--- src/rtl/inst_encoder.sv ---
// RV32I instruction packer: decoded fields plus a 32-bit immediate in, one encoded word out.
// A registered output stage with a one-entry skid buffer sustains one word per cycle under backpressure.
module inst_encoder #(
  parameter int ERR_CNT_W = 16
) (
  input  logic                 clk,
  input  logic                 rstn,
  input  logic                 in_valid,
  output logic                 in_ready,
  input  logic [6:0]           opcode,
  input  logic [4:0]           rd,
  input  logic [4:0]           rs1,
  input  logic [4:0]           rs2,
  input  logic [2:0]           funct3,
  input  logic [6:0]           funct7,
  input  logic [31:0]          imm,
  output logic                 out_valid,
  input  logic                 out_ready,
  output logic [31:0]          out_inst,
  output logic                 out_err,
  output logic [ERR_CNT_W-1:0] err_cnt
);

  // Opcode classes (define.vh values); Mtype is the custom-0 matrix load/store slot.
  localparam logic [6:0] OP_ITYPE_L = 7'b0000011;
  localparam logic [6:0] OP_ITYPE_A = 7'b0010011;
  localparam logic [6:0] OP_ITYPE_J = 7'b1100111;
  localparam logic [6:0] OP_STYPE   = 7'b0100011;
  localparam logic [6:0] OP_BTYPE   = 7'b1100011;
  localparam logic [6:0] OP_JTYPE   = 7'b1101111;
  localparam logic [6:0] OP_UTYPE_L = 7'b0110111;
  localparam logic [6:0] OP_UTYPE_U = 7'b0010111;
  localparam logic [6:0] OP_RTYPE   = 7'b0110011;
  localparam logic [6:0] OP_MTYPE   = 7'b0001011;

  localparam logic [2:0] M_LD = 3'b000;
  localparam logic [2:0] M_ST = 3'b001;

  localparam logic [ERR_CNT_W-1:0] CNT_ONE = {{(ERR_CNT_W-1){1'b0}}, 1'b1};

  // Handshake: a transfer happens on a rising edge where valid and ready are both high.
  // A producer holds valid and its payload unchanged until that transfer; ready never
  // depends combinationally on valid. in_ready is a pure register (!skid_valid).

  logic        skid_valid;
  logic [31:0] skid_inst;
  logic        skid_err;

  logic        in_fire;
  logic        out_fire;

  logic [31:0] enc_inst;
  logic        enc_err;

  // Representability: the bits above the field's sign bit must all replicate it.
  logic        fits_12;
  logic        fits_13;
  logic        fits_21;
  logic        u_aligned;

  assign fits_12   = (&imm[31:11]) | ~(|imm[31:11]);
  assign fits_13   = (&imm[31:12]) | ~(|imm[31:12]);
  assign fits_21   = (&imm[31:20]) | ~(|imm[31:20]);
  assign u_aligned = ~(|imm[11:0]);

  logic [31:0] word_i;
  logic [31:0] word_s;
  logic [31:0] word_b;
  logic [31:0] word_j;
  logic [31:0] word_u;
  logic [31:0] word_r;
  logic [31:0] word_r0;

  assign word_i  = {imm[11:0], rs1, funct3, rd, opcode};
  assign word_s  = {imm[11:5], rs2, rs1, funct3, imm[4:0], opcode};
  assign word_b  = {imm[12], imm[10:5], rs2, rs1, funct3, imm[4:1], imm[11], opcode};
  assign word_j  = {imm[20], imm[10:1], imm[11], imm[19:12], rd, opcode};
  assign word_u  = {imm[31:12], rd, opcode};
  assign word_r  = {funct7, rs2, rs1, funct3, rd, opcode};
  assign word_r0 = {7'b0000000, rs2, rs1, funct3, rd, opcode};

  always_comb begin
    enc_inst = word_r0;
    enc_err  = 1'b0;
    case (opcode)
      OP_ITYPE_L, OP_ITYPE_A, OP_ITYPE_J: begin
        enc_inst = word_i;
        enc_err  = ~fits_12;
      end
      OP_STYPE: begin
        enc_inst = word_s;
        enc_err  = ~fits_12;
      end
      OP_BTYPE: begin
        enc_inst = word_b;
        enc_err  = ~fits_13 | imm[0];
      end
      OP_JTYPE: begin
        enc_inst = word_j;
        enc_err  = ~fits_21 | imm[0];
      end
      OP_UTYPE_L, OP_UTYPE_U: begin
        enc_inst = word_u;
        enc_err  = ~u_aligned;
      end
      OP_RTYPE: begin
        enc_inst = word_r;
        enc_err  = 1'b0;
      end
      OP_MTYPE: begin
        // Matrix ops without an immediate keep the R layout with a zero funct7 slot.
        case (funct3)
          M_LD: begin
            enc_inst = word_i;
            enc_err  = ~fits_12;
          end
          M_ST: begin
            enc_inst = word_s;
            enc_err  = ~fits_12;
          end
          default: begin
            enc_inst = word_r0;
            enc_err  = 1'b0;
          end
        endcase
      end
      default: begin
        enc_inst = word_r0;
        enc_err  = 1'b1;
      end
    endcase
  end

  assign in_ready = ~skid_valid;
  assign in_fire  = in_valid & in_ready;
  assign out_fire = out_valid & out_ready;

  // skid_valid implies out_valid: the skid only fills while the output register is stalled.
  always_ff @(posedge clk or negedge rstn) begin
    if (!rstn) begin
      out_valid  <= 1'b0;
      out_inst   <= 32'h0;
      out_err    <= 1'b0;
      skid_valid <= 1'b0;
      skid_inst  <= 32'h0;
      skid_err   <= 1'b0;
    end else if (skid_valid) begin
      if (out_ready) begin
        out_inst   <= skid_inst;
        out_err    <= skid_err;
        skid_valid <= 1'b0;
      end
    end else if (in_fire) begin
      if (!out_valid || out_ready) begin
        out_valid <= 1'b1;
        out_inst  <= enc_inst;
        out_err   <= enc_err;
      end else begin
        skid_valid <= 1'b1;
        skid_inst  <= enc_inst;
        skid_err   <= enc_err;
      end
    end else if (out_ready) begin
      out_valid <= 1'b0;
    end
  end

  always_ff @(posedge clk or negedge rstn) begin
    if (!rstn) begin
      err_cnt <= '0;
    end else if (out_fire && out_err && (err_cnt != '1)) begin
      err_cnt <= err_cnt + CNT_ONE;
    end
  end

endmodule

--- config.mk ---
export PLATFORM = sky130hd
export DESIGN_NAME = inst_encoder
export DESIGN_NICKNAME = d
export VERILOG_FILES = /design/src/rtl/inst_encoder.sv
export SDC_FILE = /design/constraint.sdc
export NUM_CORES = 1
export LEC_CHECK = 0
export ABC_AREA = 1
export CAP_MARGIN = 5
export CORE_MARGIN = 2
export CORE_UTILIZATION = 40
export DETAILED_ROUTE_END_ITERATION = 10
export PLACE_DENSITY = 0.66
export SYNTH_ARGS = -nofsm -noshare
export SYNTH_HDL_FRONTEND = slang
export SYNTH_SLANG_ARGS = --single-unit
export TNS_END_PERCENT = 50
--- constraint.sdc ---
create_clock -name clk -period 1.9 [get_ports clk]
set_input_delay 0.57 -clock clk [delete_from_list [all_inputs] [get_ports clk]]
set_output_delay 0.57 -clock clk [all_outputs]
set_load 0.01 [all_outputs]
==> impl_metrics.env, run 1 <==
export IMPL_grt_usage=0.240
export IMPL_final_util=0.605
export IMPL_max_cap_violations=0
export IMPL_crit_chain="clkdlybuf4s50_1"
export IMPL_cts_made_buffers=9
export IMPL_worst_slack_ns=0.0477
export IMPL_crit_arrival_ns=1.28
export IMPL_cts_sinks=84
export IMPL_drive_above_1_share=0.176
export IMPL_area_delta_synth_final_pct=47.7
export IMPL_critPathMaxStageDelay_ns=0.55
export IMPL_insertion_delay_ns=0.34
export IMPL_grt_pass1_wl_um=26900
export IMPL_crit_buf_inv=1
export IMPL_diodes=0
export IMPL_fin_nets=1016
export IMPL_antenna_found_initial=0
export IMPL_die_y_um=118
export IMPL_hold_slack_ns=0.150
export IMPL_yosysWarnings=0
export IMPL_core_area_sq_mm=0.0126
export IMPL_ys_ff_latch=84
export IMPL_final_common_cell="nand2_1"
export IMPL_viasPerCell=4.94
export IMPL_p_leak_nw=3.95
export IMPL_pre_cts_ws_ns=-0.503
export IMPL_hold_violations=0
export IMPL_synth_area_per_cell_sq_um=6.88
export IMPL_ir_worst_vdd_v=0.000393
export IMPL_setup_viol=0
export IMPL_crit_family="buffers and inverters"
export IMPL_portBuffers=118
export IMPL_cts_tree="done"
export IMPL_end_kind="output port"
export IMPL_drtPass1Iterations=5
export IMPL_dp_hpwl_um=12800
export IMPL_final_cell_mix="nand2_1, nor2_1, buf_4, clkdlybuf4s50_1, dfrtp_1"
export IMPL_slew_viol_final=0
export IMPL_design_die_area_sq_mm=0.0138
export IMPL_wire_per_inst_um=14.7
export IMPL_fmax_mhz=540
export IMPL_worst_pin_slew_ns=0.457
export IMPL_initial_utilization=0.410
export IMPL_period_share=0.975
export IMPL_hold_class="in2async"
export IMPL_syn_inst=751
export IMPL_final_cells=1124
export IMPL_totalWireLength_um=16500
export IMPL_drc_errors=0
export IMPL_crit_fanout=4
export IMPL_p_per_area_mw_per_mm2=947
export IMPL_slew_limit_headroom=0.695
export IMPL_dp_cells=1103
export IMPL_io_pins=119
export IMPL_drtIter0Drc=312
export IMPL_path_class="reg2out"
export IMPL_overflow=0
export IMPL_syn_area_sq_mm=0.00517
export IMPL_cts_hold_buffers_added=0
export IMPL_first_global_vias=5472
export IMPL_die_w_um=118
export IMPL_startpoint_type="register"
export IMPL_clkSlewWorstSetupHoldPaths_ns=0.06
export IMPL_synth_nets=820
export IMPL_yosysUniqueCellTypes=36
export IMPL_status="complete, no violations"
export IMPL_clock_path_buffers=2
export IMPL_h_tree_depth=3
export IMPL_grt_start_max_net_pins=42
export IMPL_finalClockSkew_ns=0.00650
export IMPL_ant_nets=0
export IMPL_cts_root_buffer="clkbuf_16"
export IMPL_min_period_ns=1.85
export IMPL_critical_path_required_ns=1.33
export IMPL_place_gp_congestion=0.987
export IMPL_dr_total_vias=5549
export IMPL_setup_tns_ns=0
export IMPL_rows=41
export IMPL_synth_seq_area_share=0.407
export IMPL_slowest_stage="clkdlybuf4s50_1"
flip-flops by register name, summed over array words and instances (netlist names):
signal	cells
out_err	1
out_inst	32
out_valid	1
skid_err	1
skid_valid	1
err_cnt	16
skid_inst	32
routing by layer:
metal	share of wire	GRT usage	routed length (um)
met1	0.44	0.315	7340
met2	0.48	0.406	7870
met3	0.059	0.0300	982
met4	0.019	0.0866	317
met5	0	0	0
cell families after synthesis:
family                     Yosys count  synth area share
buffers and inverters              108            0.0917
DFF                                 84             0.407
adders and majority gates            1           0.00242
AOI/OAI and AO/OA                  117             0.121
xor gates and xnor gates            15            0.0269
and+or+nand+nor                    426             0.351
cell type report:
cell class	instances	area (sq um)
multi-input combinational	559	2700
clock buffer	12	246
sequential	84	2110
timing repair buffer	209	1930
tap	172	215
fill	1223	4980
inverter	84	320
clock inverter	4	120
metrics by stage:
| stage | total power (W) | cell area (sq um) |
|---|---|---|
| final | 0.00723 | 7640 |
| after global routing | 0.00763 | 7640 |
| after CTS | 0.00728 | 7530 |
| after detailed placement | 0.00512 | 7110 |
| after global placement | 0.00506 | 7110 |
| after floorplan | 0.00375 | 5170 |
path summary, 6_finish.rpt:
path                              start           end  slack [ns]  cells after the start
setup / recovery            err_cnt[14]   err_cnt[14]        0.05                      1
max in group asynchronous          rstn       out_err        1.25                      2
setup reg to reg             err_cnt[8]   err_cnt[13]        0.16                     11
hold reg to reg            skid_inst[1]  skid_inst[1]        0.47                      2
min in group clk           skid_inst[1]  skid_inst[1]        0.47                      2
hold / removal                     rstn     out_valid        0.15                      1
Yosys cell counts:
library cell / count / area share
a21oi_1: 27 / 0.026
a31oi_1: 18 / 0.022
and3_1: 1 / 0.0012
buf_1: 1 / 0.00073
buf_2: 8 / 0.0077
buf_4: 1 / 0.0015
buf_6: 3 / 0.0065
clkbuf_1: 8 / 0.0058
clkbuf_8: 3 / 0.0080
clkinv_1: 2 / 0.0015
dfrtp_1: 84 / 0.41
ha_1: 1 / 0.0024
inv_1: 74 / 0.054
inv_2: 7 / 0.0051
inv_4: 1 / 0.0012
nand2_1: 244 / 0.18
nand2_2: 8 / 0.0097
nand2_4: 4 / 0.0087
nand3_1: 43 / 0.042
nand3_2: 3 / 0.0058
nand3_4: 1 / 0.0034
nand4_1: 8 / 0.0097
nor2_1: 97 / 0.070
nor2_2: 3 / 0.0036
nor2_4: 4 / 0.0087
nor3_1: 8 / 0.0077
nor3_2: 1 / 0.0019
o211ai_1: 1 / 0.0015
o21ai_0: 41 / 0.040
o21ai_1: 22 / 0.021
o21ai_2: 3 / 0.0051
o22ai_1: 5 / 0.0061
or2_2: 1 / 0.0012
xnor2_1: 7 / 0.012
xor2_1: 7 / 0.012
xor2_2: 1 / 0.0031
power by group:
part           switching [W]  leakage [nW]  total [W]  internal [W]
registers           0.000340          1.03    0.00267       0.00233
clock network       0.000710         0.177    0.00217       0.00146
logic                0.00121          2.75    0.00240       0.00118
what timing repair did:
action,CTS,global route
pin swaps,7,8
setup buffers,2,3
setup endpoints to repair,54,45
gates resized for setup,41,35
(Power assumes the default switching activity.)
==> run 2, diff against run 1 <==
--- a/config.mk
+++ b/config.mk
@@ -6,10 +6,11 @@
 export NUM_CORES = 1
 export LEC_CHECK = 0
 export ABC_AREA = 1
-export CAP_MARGIN = 5
+export CAP_MARGIN = 20
 export CORE_MARGIN = 2
 export CORE_UTILIZATION = 40
 export DETAILED_ROUTE_END_ITERATION = 10
+export GPL_TIMING_DRIVEN = 0
 export PLACE_DENSITY = 0.66
 export SYNTH_ARGS = -nofsm -noshare
 export SYNTH_HDL_FRONTEND = slang
==> run 2 against run 1 <==
Against the previous run:
- register-to-register slack about the same
- core utilization decreased by 3.6 points
- worst setup slack got worse by 0.013 ns
- final cell count decreased by 4.8%
- fmax decreased by 0.69%
- critical path type unchanged
- largest cell class unchanged
==> impl_metrics.env, run 2 (synthesis gave the netlist of run 1 again) <==
export IMPL_slowest_stage="clkdlybuf4s50_1"
export IMPL_design_die_area_sq_mm=0.0138
export IMPL_clock_path_buffers=2
export IMPL_drc_errors=0
export IMPL_overflow=0
export IMPL_final_cells=1070
export IMPL_core_area_sq_mm=0.0126
export IMPL_cts_made_buffers=9
export IMPL_crit_buf_inv=1
export IMPL_hold_slack_ns=0.179
export IMPL_cts_sinks=84
export IMPL_drive_above_1_share=0.130
export IMPL_startpoint_type="register"
export IMPL_ir_worst_vdd_v=0.000495
export IMPL_crit_arrival_ns=1.30
export IMPL_dp_cells=1042
export IMPL_drtPass1Iterations=5
export IMPL_clkSlewWorstSetupHoldPaths_ns=0.06
export IMPL_totalWireLength_um=16400
export IMPL_area_delta_synth_final_pct=38.9
export IMPL_place_gp_congestion=0.984
export IMPL_final_util=0.569
export IMPL_dr_total_vias=5384
export IMPL_diodes=0
export IMPL_rows=41
export IMPL_p_per_area_mw_per_mm2=944
export IMPL_final_cell_mix="nand2_1, nor2_1, clkdlybuf4s50_1, dfrtp_1, inv_1"
export IMPL_portBuffers=118
export IMPL_finalClockSkew_ns=0.00682
export IMPL_setup_tns_ns=0
export IMPL_top_regs="out_inst x32, skid_inst x32, err_cnt x16"
export IMPL_setup_viol=0
export IMPL_cts_root_buffer="clkbuf_16"
export IMPL_crit_chain="clkdlybuf4s50_1"
export IMPL_pre_cts_ws_ns=-0.721
export IMPL_wire_per_inst_um=15.3
export IMPL_fin_nets=962
export IMPL_viasPerCell=5.03
export IMPL_first_global_vias=5298
export IMPL_final_common_cell="nand2_1"
export IMPL_cts_hold_buffers_added=0
export IMPL_p_leak_nw=3.69
export IMPL_hold_violations=0
export IMPL_cts_tree="done"
export IMPL_crit_family="buffers and inverters"
export IMPL_h_tree_depth=3
export IMPL_fill_cells=1292
export IMPL_end_kind="output port"
export IMPL_antenna_found_initial=0
export IMPL_critPathMaxStageDelay_ns=0.55
export IMPL_grt_start_max_net_pins=54
export IMPL_fmax_mhz=536
export IMPL_grt_usage=0.241
export IMPL_insertion_delay_ns=0.33
export IMPL_critical_path_required_ns=1.33
export IMPL_min_period_ns=1.87
export IMPL_drtIter0Drc=388
export IMPL_period_share=0.982
export IMPL_worst_pin_slew_ns=0.580
export IMPL_ant_nets=0
export IMPL_worst_slack_ns=0.0348
export IMPL_die_y_um=118
export IMPL_status="complete, no violations"
export IMPL_io_pins=119
export IMPL_path_class="reg2out"
export IMPL_die_w_um=118
export IMPL_slew_limit_headroom=0.614
export IMPL_dp_hpwl_um=12900
export IMPL_crit_fanout=5
export IMPL_initial_utilization=0.410
export IMPL_hold_class="in2async"
export IMPL_slew_viol_final=0
export IMPL_grt_pass1_wl_um=26800
export IMPL_max_cap_violations=0
-- run 2: cell count changes in the layout (fill, tap and decap cells not counted), sizes merged, moves of 2 or more --
| cell | change |
|---|---|
| clkbuf | +17 |
| clkdlybuf4s50 | -3 |
| bufinv | -3 |
| dlygate4sd2 | -5 |
| buf | -66 |
| dlymetal6s2s | +3 |
| clkinvlp | +2 |
-- run 2: worst paths after layout --
| path | end | slack (ns) | startpoint | depth (start not counted) |
|---|---|---|---|---|
| max in group asynchronous | err_cnt[0] | 1.09 | rstn | 2 |
| max | err_cnt[6] | 0.03 | err_cnt[6] | 1 |
| min in group clk | skid_inst[0] | 0.48 | skid_inst[0] | 2 |
| min | out_valid | 0.18 | rstn | 1 |
| max reg2reg | err_cnt[5] | 0.16 | err_cnt[0] | 9 |
| min reg2reg | skid_inst[0] | 0.48 | skid_inst[0] | 2 |
-- run 2: where the power goes --
group          leakage [nW]  switching [W]  internal [W]
sequential             1.03       0.000349       0.00233
clock                 0.142       0.000684       0.00109
combinational          2.52        0.00120       0.00112
total                  3.69        0.00223       0.00455
-- run 2: stage by stage --
step | total power [W] | instance area (sq um)
detailed placement | 0.00499 | 6590
CTS | 0.00679 | 7000
finish | 0.00678 | 7180
global route | 0.00723 | 7180
floorplan | 0.00375 | 5170
global placement | 0.00493 | 6570
-- run 2: area by class of cell --
| class | instances | area (sq um) | area share |
|---|---|---|---|
| multi-input combinational | 559 | 2720 | 0.379 |
| sequential | 84 | 2110 | 0.294 |
| timing repair buffer | 131 | 1310 | 0.182 |
| inverter | 84 | 335 | 0.0467 |
| clock buffer | 13 | 260 | 0.0362 |
| tap | 172 | 215 | 0.0300 |
| buffer | 24 | 190 | 0.0265 |
| clock inverter | 3 | 45.0 | 0.00627 |
-- run 2: what timing repair did --
item | 4_1_cts | 5_1_grt
resized for setup | 50 | 61
setup buffers | 5 | 7
setup endpoints to repair | 67 | 70
pin swaps | 4 | 9
-- run 2: layer usage --
metal / vias up / track usage / share of wire
met5: - / 0 / 0
met3: 18 / 0.0334 / 0.046
li1: 2680 / - / -
met1: 2516 / 0.326 / 0.46
met2: 170 / 0.411 / 0.48
met4: 0 / 0.0527 / 0.015
==> run 3, diff against run 2 <==
--- a/config.mk
+++ b/config.mk
@@ -11,6 +11,7 @@
 export CORE_UTILIZATION = 40
 export DETAILED_ROUTE_END_ITERATION = 10
 export GPL_TIMING_DRIVEN = 0
+export HOLD_SLACK_MARGIN = 0.05
 export PLACE_DENSITY = 0.66
 export SYNTH_ARGS = -nofsm -noshare
 export SYNTH_HDL_FRONTEND = slang
==> results of run 3 <==
No change in the layout: final DEF, timing and power equal those of run 2.
